File: src/rtl/mac_fixed_point_pipelined_pkg.sv
// Shared constants, rounding-mode encoding and width helpers for the
// pipelined fixed-point multiply-accumulate block.
package mac_fixed_point_pipelined_pkg;

    localparam int unsigned DEF_N     = 16;
    localparam int unsigned DEF_Q     = 12;
    localparam int unsigned DEF_GUARD = 8;
    localparam int unsigned MAX_W     = 64;

    typedef enum logic {
        ROUND_TRUNC   = 1'b0,
        ROUND_HALF_UP = 1'b1
    } round_mode_e;

    // Default-width saturation limits, handy for benches and wrappers.
    localparam logic signed [DEF_N-1:0] SAT_MAX_DEF = 16'sh7FFF;
    localparam logic signed [DEF_N-1:0] SAT_MIN_DEF = 16'sh8000;

    function automatic int unsigned acc_width(input int unsigned n,
                                              input int unsigned q,
                                              input int unsigned guard);
        return 2 * n - q + guard;
    endfunction

    function automatic logic signed [MAX_W-1:0] sat_max(input int unsigned n);
        return (MAX_W'(1) <<< (n - 1)) - MAX_W'(1);
    endfunction

    function automatic logic signed [MAX_W-1:0] sat_min(input int unsigned n);
        return -(MAX_W'(1) <<< (n - 1));
    endfunction

endpackage

File: src/rtl/fixed_point_mul_round.sv
// Combinational signed multiplier plus Q-shift scaler with optional
// round-half-up; the product path and the scale path are independent.
module fixed_point_mul_round
    import mac_fixed_point_pipelined_pkg::*;
#(
    parameter int unsigned N     = DEF_N,
    parameter int unsigned Q     = DEF_Q,
    parameter int unsigned ROUND = 1
) (
    input  logic signed [N-1:0]     i_a,
    input  logic signed [N-1:0]     i_b,
    input  logic signed [2*N-1:0]   i_product,
    output logic signed [2*N-1:0]   o_product,
    output logic signed [2*N-Q-1:0] o_scaled
);

    localparam int unsigned PW = 2 * N;
    localparam int unsigned BW = PW + 1;
    localparam int unsigned SW = PW - Q;

    // Half an output LSB, added before the floor shift to round half up.
    localparam logic signed [BW-1:0] BIAS =
        (ROUND == int'(ROUND_HALF_UP)) ? (BW'(1) <<< (Q - 1)) : '0;

    logic signed [BW-1:0] w_biased;
    logic signed [BW-1:0] w_shifted;

    assign o_product = PW'(i_a) * PW'(i_b);

    // One extra bit keeps the bias add from wrapping on the most positive product.
    assign w_biased  = BW'(i_product) + BIAS;
    assign w_shifted = w_biased >>> Q;
    assign o_scaled  = SW'(w_shifted);

endmodule

File: src/rtl/mac_fixed_point_pipelined.sv
// Three-stage fixed-point MAC: operand register, full product, then
// scale/accumulate/saturate with a valid/ready output and sticky overflow.
module mac_fixed_point_pipelined
    import mac_fixed_point_pipelined_pkg::*;
#(
    parameter int unsigned N     = DEF_N,
    parameter int unsigned Q     = DEF_Q,
    parameter int unsigned GUARD = DEF_GUARD,
    parameter int unsigned ROUND = 1
) (
    input  logic                clk,
    input  logic                rst_n,
    input  logic                in_valid,
    output logic                in_ready,
    input  logic signed [N-1:0] in_a,
    input  logic signed [N-1:0] in_b,
    input  logic                in_last,
    output logic                out_valid,
    input  logic                out_ready,
    output logic [N-1:0]        out_result,
    output logic                out_overflow,
    input  logic                clear_ovf,
    output logic                ovf_sticky
);

    localparam int unsigned PW    = 2 * N;
    localparam int unsigned SW    = 2 * N - Q;
    localparam int unsigned ACC_W = acc_width(N, Q, GUARD);

    localparam logic signed [ACC_W-1:0] SAT_HI = ACC_W'(sat_max(N));
    localparam logic signed [ACC_W-1:0] SAT_LO = ACC_W'(sat_min(N));

    logic                    w_stall;
    logic                    w_accept;

    logic                    r_s1_valid;
    logic                    r_s1_last;
    logic signed [N-1:0]     r_s1_a;
    logic signed [N-1:0]     r_s1_b;

    logic                    r_s2_valid;
    logic                    r_s2_last;
    logic signed [PW-1:0]    r_s2_prod;

    logic signed [ACC_W-1:0] r_acc;
    logic                    r_out_valid;
    logic [N-1:0]            r_out_result;
    logic                    r_out_overflow;
    logic                    r_ovf_sticky;

    logic signed [PW-1:0]    w_product;
    logic signed [SW-1:0]    w_scaled;
    logic signed [ACC_W-1:0] w_sum;
    logic                    w_sat_hi;
    logic                    w_sat_lo;
    logic [N-1:0]            w_sat_val;

    logic signed [ACC_W-1:0] w_acc_nxt;
    logic                    w_out_valid_nxt;
    logic [N-1:0]            w_out_result_nxt;
    logic                    w_out_overflow_nxt;
    logic                    w_ovf_sticky_nxt;

    // A presented but unaccepted result freezes the whole pipeline.
    assign w_stall  = r_out_valid & ~out_ready;
    assign w_accept = in_valid & ~w_stall;

    fixed_point_mul_round #(
        .N     (N),
        .Q     (Q),
        .ROUND (ROUND)
    ) u_mul_round (
        .i_a       (r_s1_a),
        .i_b       (r_s1_b),
        .i_product (r_s2_prod),
        .o_product (w_product),
        .o_scaled  (w_scaled)
    );

    assign w_sum    = r_acc + ACC_W'(w_scaled);
    assign w_sat_hi = (w_sum > SAT_HI);
    assign w_sat_lo = (w_sum < SAT_LO);

    always_comb begin
        w_sat_val = N'(w_sum);
        if (w_sat_hi) begin
            w_sat_val = N'(SAT_HI);
        end else if (w_sat_lo) begin
            w_sat_val = N'(SAT_LO);
        end
    end

    // Stage 3 next state: accumulate, or emit and clear on a last beat.
    always_comb begin
        w_acc_nxt          = r_acc;
        w_out_valid_nxt    = r_out_valid;
        w_out_result_nxt   = r_out_result;
        w_out_overflow_nxt = r_out_overflow;
        w_ovf_sticky_nxt   = r_ovf_sticky & ~clear_ovf;
        if (!w_stall) begin
            w_out_valid_nxt = 1'b0;
            if (r_s2_valid) begin
                if (r_s2_last) begin
                    w_acc_nxt          = '0;
                    w_out_valid_nxt    = 1'b1;
                    w_out_result_nxt   = w_sat_val;
                    w_out_overflow_nxt = w_sat_hi | w_sat_lo;
                    w_ovf_sticky_nxt   = w_ovf_sticky_nxt | w_sat_hi | w_sat_lo;
                end else begin
                    w_acc_nxt = w_sum;
                end
            end
        end
    end

    // Stages 1 and 2 advance together whenever the output is not stalled.
    always_ff @(posedge clk or negedge rst_n) begin
        if (!rst_n) begin
            r_s1_valid <= 1'b0;
            r_s1_last  <= 1'b0;
            r_s1_a     <= '0;
            r_s1_b     <= '0;
            r_s2_valid <= 1'b0;
            r_s2_last  <= 1'b0;
            r_s2_prod  <= '0;
        end else if (!w_stall) begin
            r_s1_valid <= w_accept;
            r_s1_last  <= in_last;
            r_s1_a     <= in_a;
            r_s1_b     <= in_b;
            r_s2_valid <= r_s1_valid;
            r_s2_last  <= r_s1_last;
            r_s2_prod  <= w_product;
        end
    end

    always_ff @(posedge clk or negedge rst_n) begin
        if (!rst_n) begin
            r_acc          <= '0;
            r_out_valid    <= 1'b0;
            r_out_result   <= '0;
            r_out_overflow <= 1'b0;
            r_ovf_sticky   <= 1'b0;
        end else begin
            r_acc          <= w_acc_nxt;
            r_out_valid    <= w_out_valid_nxt;
            r_out_result   <= w_out_result_nxt;
            r_out_overflow <= w_out_overflow_nxt;
            r_ovf_sticky   <= w_ovf_sticky_nxt;
        end
    end

    assign in_ready     = ~w_stall;
    assign out_valid    = r_out_valid;
    assign out_result   = r_out_result;
    assign out_overflow = r_out_overflow;
    assign ovf_sticky   = r_ovf_sticky;

endmodule

File: config.mk
export PLATFORM = sky130hd
export DESIGN_NAME = mac_fixed_point_pipelined
export DESIGN_NICKNAME = d
export VERILOG_FILES = /design/src/rtl/mac_fixed_point_pipelined_pkg.sv /design/src/rtl/fixed_point_mul_round.sv /design/src/rtl/mac_fixed_point_pipelined.sv
export SDC_FILE = /design/constraint.sdc
export NUM_CORES = 1
export LEC_CHECK = 0
export ABC_CLOCK_PERIOD_IN_PS = 14000
export BUFFER_PORTS_ARGS = -buffer_cell sky130_fd_sc_hd__buf_2
export CORE_ASPECT_RATIO = 1.25
export CORE_MARGIN = 1
export CORE_UTILIZATION = 50
export CTS_BUF_LIST = sky130_fd_sc_hd__clkbuf_4 sky130_fd_sc_hd__clkbuf_8
export DETAILED_ROUTE_END_ITERATION = 10
export PLACE_DENSITY = 0.68
export SLEW_MARGIN = 40
export SYNTH_ARGS = -nofsm -noshare
export SYNTH_HDL_FRONTEND = slang
export SYNTH_SLANG_ARGS = --single-unit
File: constraint.sdc
create_clock -name clk -period 14 [get_ports clk]
set_input_delay 0.7 -clock clk [delete_from_list [all_inputs] [get_ports clk]]
set_output_delay 0.7 -clock clk [all_outputs]
set_load 0.01 [all_outputs]
==> flow_metrics.tcl, run 1 <==
set metrics [dict create \
    period_needed_ns 7.19 \
    finClkSkew_ns 0.0235 \
    yosys.cell_types.count 64 \
    finalWorstSetupSlack_ns 6.81 \
    multiInputGateArea_um2 11300 \
    cts_buffer_depth 2 \
    endpoint "r_s2_prod[31]" \
    nets 2141 \
    syn2layout_area_growth_pct 5.21 \
    r2r-start "r_s1_b[1]" \
    ys_async_sr_fraction_pct 100 \
    io_buffer_count 57 \
    end_kind "flop" \
    start_kind "flop" \
    ff2ff_path_depth 22 \
    initial_core_util_pct 51.0 \
    top_usage_layer "met2" \
    cap_violations 0 \
    cts_hold_buf 0 \
    rsz0062_at_grt "no" \
    grt_util_all_layers_pct 22.8 \
    crit_required_ns 14.29 \
    clk_pin_slew_ns 0.13 \
    post_cts_resized 0 \
    drtAntennaViolNets 0 \
    met1_usage_pct 29.5 \
    viasPerCell 5.32 \
    synthTopCellsByCount "inv_1, nand2_1, fa_1" \
    num_rows 71 \
    grt_pass1_vias 11614 \
    overflow 0 \
    hpwl_um 28000 \
    r2r_end "r_s2_prod[31]" \
    synth_most_common_cell "inv_1" \
    ys_seq_elements 104 \
    setup_viol 0 \
    synth_warnings 0 \
    netlist_area_um2 15400 \
    gp_congestion 0.914 \
    drt_iter0_drc 618 \
    synth_top_area_share_pct 34.1 \
    core-area_um2 30200 \
    register_area_um2 2600 \
    num_vias 11388 \
    syn_inst 1734 \
    wl_per_cell_um 16.0 \
    timing.final.crit_share_pct 51.3 \
    slew_viol_final 0 \
    syn_avg_cell_area_um2 8.88 \
    synthesis.nets 2142 \
    setup_tns_ns 0 \
    grt_max_degree 66 \
    num_antenna_cells 0 \
    dieArea_um2 31500 \
    status "complete, no violations" \
    fp.dieH_um 198 \
    synth_area_leaders "fa_1, dfrtp_1, ha_1" \
    hold_violations 0 \
    tritoncts "yes" \
    fillers 2814 \
    grt_pass1_wl_um 57100 \
    clock_latency_ns 0.42 \
    numCtsBuffers 9 \
    postCtsSetupBuffers 0 \
    drc 0 \
    clock_sinks 104 \
    io_pins 58 \
    met2_usage_pct 39.2 \
    pre_cts_ws_ns 6.81 \
    regToRegSetupSlack_ns 6.81 \
    crit_fanout 17 \
    max_freq_mhz 139 \
    root_buffer "clkbuf_8" \
    postRouteWirelength_um 34200 \
    min-delay-path-class "input port to async pin" \
    synth_edf_count 0 \
    first_pass_iters 5 \
    drive_gt1_share_pct 5.58 \
    antenna_found_initial 0 \
    gr-usage-met3_pct 2.01 \
    relSlewSlack_pct 51.9 \
    htreeDepth 3 \
    ys_seq_area_share_pct 16.9 \
    crit_type "flop to flop" \
    arrival_ns 7.47 \
    die_w_um 159 \
    critPathLaunch "r_s1_b[1]" \
    synth-main-ff-cell "dfrtp_1" \
    worstMarginPinSlew_ns 0.721 \
    yosysTopAreaCell "fa_1" \
    whs_ns 0.252 \
]
## flip-flops by register name (all words and copies together) (netlist names)
name	flops
r_acc	28
out_overflow	1
out_valid	1
r_s2_valid	1
r_s1_b	16
r_s2_prod	21
ovf_sticky	1
r_s1_valid	1
out_result	16
r_s1_a	16
r_s2_last	1
r_s1_last	1
## cells by family (layout without fill, tap and decap cells)
logic type	Yosys count	in the layout	synth area share (%)
AND/OR/NAND/NOR	577	577	17.1
buffers and inverters	414	418	10.1
adder cells (fa/ha/maj)	370	370	42.8
AO/OA/AOI/OAI	205	205	9.26
flip-flops	104	104	16.9
XOR/XNOR	61	61	3.57
multiplexers	3	3	0.211
## worst max-delay path, stage by stage, from the launching register on
cell,delay [ns]
dfrtp_1,0.73
nand2_1,0.17
fa_1,0.55
fa_1,0.58
fa_1,0.45
fa_1,0.54
inv_1,0.05
fa_1,0.52
inv_1,0.05
fa_1,0.53
inv_1,0.04
ha_1,0.30
a21oi_1,0.18
o22ai_1,0.08
a211o_2,0.30
o21a_4,0.24
a21o_1,0.22
a221o_2,0.40
a41o_1,0.29
or4_4,0.45
a31oi_4,0.17
xnor2_1,0.13
a21oi_1,0.08
## worst min path at each step
stage | from | endpoint | slack, ns | depth (start not counted)
global route | rst_n | r_acc[21] | 0.31 | 1
CTS | rst_n | r_acc[21] | 0.28 | 1
finish | rst_n | r_acc[23] | 0.25 | 1
detailed placement | r_s1_valid | r_s1_valid | 0.46 | 2
global placement | r_s1_valid | r_s1_valid | 0.46 | 2
floorplan | rst_n | out_overflow | 0.40 | 0
## metrics by stage
step / util (%) / cell area, um^2 / instances
2_1_floorplan: - / 15400 / 1734
3_3_place_gp: 52.8 / 16000 / 2123
3_5_place_dp: 52.9 / 16000 / 2123
4_1_cts: 53.6 / 16200 / 2139
5_1_grt: 53.7 / 16200 / 2139
6_report: 53.7 / 16200 / 2139
## layout by cell type, fill, tap and decap left out, types with 11 or more instances in the layout
cell,synthesis,final
dfrtp_1,104,104
ha_1,108,108
buf_2,1,56
nand3_1,23,22
xor2_1,16,15
and3_1,12,12
xnor2_1,44,44
and2_1,106,106
nand2b_1,11,11
o31ai_1,12,12
a21oi_1,51,51
inv_1,342,341
nand2_1,316,316
o211ai_1,24,24
o21ai_0,18,18
a22o_1,18,18
fa_1,262,262
a21o_1,17,17
nor2_1,62,60
## cell type report
| type | instances | share of cell area [%] |
|---|---|---|
| multi-input cells | 1216 | 69.6 |
| well taps | 401 | 3.10 |
| repair buffers | 60 | 1.94 |
| clock inverters | 7 | 0.625 |
| flip-flops and latches | 104 | 16.1 |
| clock buffers | 9 | 0.764 |
| inverters | 342 | 7.94 |
## metal layers
| layer | part of all wire [%] | wire [um] |
|---|---|---|
| met1 | 42 | 14500 |
| met5 | 0 | 0 |
| met2 | 50 | 17100 |
| met3 | 3.7 | 1270 |
| met4 | 3.8 | 1310 |
Power of run 1 is left out: the tool's default activity adds up to more than one toggle a clock period on the data nets, which glitch-free logic cannot reach.
==> inputs of run 2 (changes only) <==
--- a/config.mk
+++ b/config.mk
@@ -5,14 +5,15 @@
 export SDC_FILE = /design/constraint.sdc
 export NUM_CORES = 1
 export LEC_CHECK = 0
-export ABC_CLOCK_PERIOD_IN_PS = 14000
+export ABC_AREA = 1
+export ABC_CLOCK_PERIOD_IN_PS = 6520
 export BUFFER_PORTS_ARGS = -buffer_cell sky130_fd_sc_hd__buf_2
 export CORE_ASPECT_RATIO = 1.25
 export CORE_MARGIN = 1
 export CORE_UTILIZATION = 50
 export CTS_BUF_LIST = sky130_fd_sc_hd__clkbuf_4 sky130_fd_sc_hd__clkbuf_8
 export DETAILED_ROUTE_END_ITERATION = 10
-export PLACE_DENSITY = 0.68
+export PLACE_DENSITY = 0.7
 export SLEW_MARGIN = 40
 export SYNTH_ARGS = -nofsm -noshare
 export SYNTH_HDL_FRONTEND = slang
==> constraint.sdc (replaced) <==
create_clock -name clk -period 6.52 [get_ports clk]
set_input_delay 0.326 -clock clk [delete_from_list [all_inputs] [get_ports clk]]
set_output_delay 0.326 -clock clk [all_outputs]
set_load 0.01 [all_outputs]
==> flow_metrics.tcl, run 2 <==
set metrics [dict create \
    status "complete, no violations" \
    grt_util_all_layers_pct 28.6 \
    first_pass_iters 5 \
    synthesis.nets 2614 \
    cap_violations 0 \
    hold_start "in_b[6]" \
    drt_iter0_drc 864 \
    htreeDepth 3 \
    nets 2640 \
    num_vias 13657 \
    dieArea_um2 33800 \
    drc 0 \
    io_buffer_count 57 \
    die_w_um 165 \
    synth_warnings 0 \
    worstMarginPinSlew_ns 0.805 \
    fp.dieH_um 205 \
    core-area_um2 32600 \
    arrival_ns 6.53 \
    end_kind "flop" \
    cp_cell_sequence "nand2_1 > inv_1 > fa_1 > fa_1 > fa_1 > fa_1 > fa_1 > inv_1 > fa_1 > inv_1 > ha_1 > inv_1 > nor3_1 > nor3b_2 > nand4_1 > nand2_1 > nand2_1 > nand3_1 > o21ai_0" \
    max_stage_delay_ns 0.76 \
    overflow 0 \
    crit_type "flop to flop" \
    grt_pass1_vias 14854 \
    drtAntennaViolNets 0 \
    largest-register "r_acc" \
    slowest_stage "dfrtp_1" \
    min-delay-path-class "input port to flop" \
    viasPerCell 5.14 \
    io_pins 58 \
    synth_edf_count 0 \
    syn_inst 2206 \
    crit_fanout 11 \
    finClkSkew_ns 0.0248 \
    gp_congestion 0.937 \
    setup_viol 0 \
    netlist_area_um2 16500 \
    syn2layout_area_growth_pct 6.19 \
    hpwl_um 36600 \
    postRouteWirelength_um 44100 \
    num_rows 74 \
    grt_pass1_wl_um 73600 \
    mostFrequentLayoutCell "nand2_1" \
    synth-compound-area-share_pct 5.73 \
    clock_sinks 104 \
    timing.final.crit_share_pct 95.5 \
    synth_most_common_cell "nand2_1" \
    grt_max_degree 75 \
    num_antenna_cells 0 \
    cts_buffer_depth 2 \
    numCtsBuffers 9 \
    tritoncts "yes" \
    critPathLaunch "r_s1_b[8]" \
    root_buffer "clkbuf_8" \
    synth_top_area_share_pct 31.7 \
    slew_viol_final 0 \
    ys_seq_area_share_pct 15.7 \
    crit_required_ns 6.82 \
    r2r-start "r_s1_b[8]" \
    synth-xor-area-share_pct 2.53 \
    finalWorstSetupSlack_ns 0.294 \
    yosysTopAreaCell "fa_1" \
    postCtsSetupBuffers 0 \
    max_freq_mhz 161 \
    period_needed_ns 6.23 \
    synth_top_family_by_area "adder cells" \
    synth-main-ff-cell "dfrtp_1" \
    path_common_cell "fa_1" \
    antenna_found_initial 0 \
    setup_tns_ns 0 \
    syn_avg_cell_area_um2 7.50 \
    whs_ns 0.0567 \
    ys_async_sr_fraction_pct 100 \
    start_kind "flop" \
    clock_latency_ns 0.45 \
    drive_gt1_share_pct 6.53 \
    relSlewSlack_pct 46.4 \
    wl_per_cell_um 16.6 \
    largest_reg_flops 28 \
    initial_core_util_pct 50.8 \
    pre_cts_ws_ns 0.240 \
    synthTopCellsByCount "nand2_1, inv_1, fa_1" \
    clk_pin_slew_ns 0.13 \
    regToRegSetupSlack_ns 0.29 \
    synth-simple-area-share_pct 21.4 \
    hold_violations 0 \
    synth_fa_ha_area_share_pct 39.9 \
    layout_common_cells "nand2_1, inv_1, fa_1, ha_1, dfrtp_1" \
    rsz0062_at_grt "yes" \
    synth_area_leaders "fa_1, dfrtp_1, nand2_1" \
    ys_seq_elements 104 \
    yosys-mux-area-fraction_pct 0 \
    yosys.cell_types.count 43 \
    reg_top3 "r_acc (28), r_s2_prod (21)" \
]
run 2: changes by cell type after synthesis, moves of 23 or more:
cell,before,now
and2_1,106,3
inv_1,342,561
nand2_1,316,677
nand3_1,23,51
o211ai_1,24,1
o21ai_0,18,59
xnor2_1,44,19
run 2: what timing repair did:
item	CTS	global route
hold buffers	1	0
gates resized for setup	0	4
hold endpoints to repair	35	0
setup endpoints to repair	0	2
run 2: path summary, 6_finish.rpt:
path | end | cells after the start
max in group asynchronous | r_s2_prod[30] | 3
hold reg to reg | ovf_sticky | 2
setup reg to reg | r_s2_prod[30] | 19
min in group asynchronous | r_s1_valid | 2
hold / removal | r_s1_b[6] | 3
setup / recovery | r_s2_prod[30] | 19
run 2: worst max-delay path, delay by kind of cell (launching register included):
family,cells,cell delay [ns]
adder cells (fa/ha/maj),7,3.69
flip-flops,1,0.76
AND/OR/NAND/NOR,7,1.16
buffers and inverters,4,0.33
AO/OA/AOI/OAI,1,0.10
run 2: logic make-up after synthesis:
| logic type | count (synthesis) |
|---|---|
| simple gates | 876 |
| buf+inv | 646 |
| flops | 104 |
| xor+xnor | 47 |
| fa+ha+maj | 370 |
| compound gates | 163 |
run 2: through the flow:
| stage | util, % | instance area [um^2] | std cells |
|---|---|---|---|
| after floorplan | - | 16500 | 2206 |
| after global placement | 53.2 | 17300 | 2638 |
| after detailed placement | 53.2 | 17300 | 2638 |
| after CTS | 53.9 | 17600 | 2655 |
| after global routing | 53.9 | 17600 | 2655 |
| final | 53.9 | 17600 | 2655 |
run 2: routing by layer:
metal / GRT usage, % / up-vias / part of all wire (%)
li1: - / 6482 / -
met4: 13.7 / 0 / 4.6
met1: 32.9 / 6681 / 39
met2: 52.0 / 374 / 52
met3: 3.45 / 120 / 4.2
met5: 0 / - / 0
run 2: area by class of cell:
| cell class | count | area (um^2) |
|---|---|---|
| Fill cell | 3160 | 15000 |
| Timing Repair Buffer | 96 | 587 |
| Sequential cell | 104 | 2610 |
| Clock inverter | 7 | 93.8 |
| Multi-Input combinational cell | 1456 | 11500 |
| Tap cell | 418 | 523 |
| Clock buffer | 9 | 124 |
| Inverter | 565 | 2120 |
Power of run 2 is left out for the same reason.
==> inputs of run 3 (changes only) <==
--- a/config.mk
+++ b/config.mk
@@ -7,7 +7,7 @@
 export LEC_CHECK = 0
 export ABC_AREA = 1
 export ABC_CLOCK_PERIOD_IN_PS = 6520
-export BUFFER_PORTS_ARGS = -buffer_cell sky130_fd_sc_hd__buf_2
+export BUFFER_PORTS_ARGS = -buffer_cell sky130_fd_sc_hd__buf_4
 export CORE_ASPECT_RATIO = 1.25
 export CORE_MARGIN = 1
 export CORE_UTILIZATION = 50
==> flow_metrics.tcl, run 3 (same netlist as run 2, synthesis figures left out) <==
set metrics [dict create \
    post-route-util_pct 54.3 \
    tritoncts "yes" \
    crit_family "adder cells" \
    dieArea_um2 33800 \
    relSlewSlack_pct 45.8 \
    regToRegSetupSlack_ns 0.33 \
    dp.cells 2636 \
    initial_core_util_pct 50.8 \
    rsz0062_at_grt "no" \
    core-area_um2 32600 \
    gp_congestion 0.942 \
    min-delay-path-class "input port to flop" \
    num_rows 74 \
    largest_reg_flops 28 \
    arrival_ns 6.57 \
    drt_iter0_drc 791 \
    worstPathBufferInverterCount 5 \
    layout_common_cells "nand2_1, inv_1, fa_1, ha_1, dfrtp_1" \
    drc 0 \
    hpwl_um 36400 \
    period_needed_ns 6.19 \
    syn2layout_area_growth_pct 6.96 \
    wl_met1_um 17000 \
    ff2ff_path_depth 25 \
    slew_viol_final 0 \
    num_antenna_cells 0 \
    io_pins 58 \
    mostFrequentLayoutCell "nand2_1" \
    endpoint "r_s2_prod[26]" \
    root_buffer "clkbuf_8" \
    crit_type "flop to flop" \
    reg_top3 "r_acc (28), r_s2_prod (21)" \
    grt_max_degree 74 \
    cts_buffer_depth 2 \
    critPathLaunch "r_s1_a[5]" \
    setup_viol 0 \
    timing.final.crit_share_pct 95.0 \
    design_area_um2 17700 \
    hold_violations 0 \
    whs_path_depth 3 \
    grt_pass1_vias 14621 \
    status "complete, no violations" \
    io_buffer_count 57 \
    setup_tns_ns 0 \
    first_pass_iters 8 \
    end_kind "flop" \
    path_common_cell "fa_1" \
    wl_per_cell_um 16.3 \
    die_w_um 165 \
    start_kind "flop" \
    viasPerCell 5.14 \
    place_area_um2 17500 \
    grt_util_all_layers_pct 28.1 \
    cap_violations 0 \
    num_vias 13636 \
    max_stage_delay_ns 0.77 \
    crit_fanout 13 \
    overflow 0 \
    largest-register "r_acc" \
    worst-path-stages 25 \
    clock_latency_ns 0.45 \
    fp.dieH_um 205 \
    drtAntennaViolNets 0 \
    worstMarginPinSlew_ns 0.812 \
    grt_pass1_wl_um 72500 \
    drive_gt1_share_pct 6.44 \
    slowest_stage "dfrtp_1" \
    layoutNonFillerInstCount 2653 \
    clock_sinks 104 \
    max_freq_mhz 162 \
    finClkSkew_ns 0.0191 \
    r2r_end "r_s2_prod[26]" \
    clk_pin_slew_ns 0.12 \
    hold_start "in_b[2]" \
    numCtsBuffers 9 \
    dr_wl_met2_um 22900 \
    met3_length_um 1610 \
    htreeDepth 3 \
    antenna_found_initial 1 \
    r2r-start "r_s1_a[5]" \
    routed.top_layer "met5" \
    crit_required_ns 6.90 \
    postRouteWirelength_um 43300 \
    nets 2638 \
]
-- run 3: cell count changes in the layout (fill, tap and decap cells not counted) --
cell / before / now
buf_12: 0 / 1
buf_2: 56 / 0
buf_4: 38 / 91
clkinv_4: 0 / 3
clkinv_8: 4 / 2
dfrtp_1: 101 / 100
dfrtp_2: 3 / 4
inv_12: 0 / 1
inv_6: 2 / 0
nor3b_1: 0 / 1
nor3b_2: 1 / 0
-- run 3: per-stage QoR --
| stage | setup slack (ns) | hold WS [ns] |
|---|---|---|
| 6_report | 0.329 | 0.0649 |
| 3_3_place_gp | 0.412 | 0.316 |
| 4_1_cts | 0.230 | 0.0353 |
| 5_1_grt | 0.0271 | 0.0605 |
| 2_1_floorplan | 0.714 | 0.0304 |
| 3_5_place_dp | 0.276 | 0.319 |
-- run 3: how the worst min path moves through the flow --
stage and to:
5_1_grt r_s1_a[3], 3_5_place_dp r_s1_a[8], 4_1_cts r_s1_b[2], 3_3_place_gp r_s1_a[8], 2_1_floorplan out_overflow, 6_report r_s1_b[2]
-- run 3: cell type report --
class | count | area, um^2
sequential | 104 | 2610
inverter | 565 | 2120
clock buffer | 9 | 124
multi-input combinational | 1456 | 11500
tap | 418 | 523
fill | 3173 | 14900
clock inverter | 7 | 86.3
timing repair buffer | 94 | 724
-- run 3: timing repair --
item / CTS / global route
endpoints found under the hold margin: 31 / 0
hold buffers: 1 / 0
buffers inserted: 0 / 0
endpoints found under the setup margin: 0 / 3
resized for setup: 0 / 4
-- run 3: worst min-delay path, delay by kind of cell --
family / cells / cell delay [ns]
AND/OR/NAND/NOR: 2 / 0.08
buffers and inverters: 1 / 0.08
-- run 3: metal layers --
layer  track usage (%)  vias up
met5                 0        -
met4              11.3        2
met3              3.55      109
met2              52.0      316
met1              32.6     6738
li1                  -     6471
Power of run 3 is left out for the same reason.
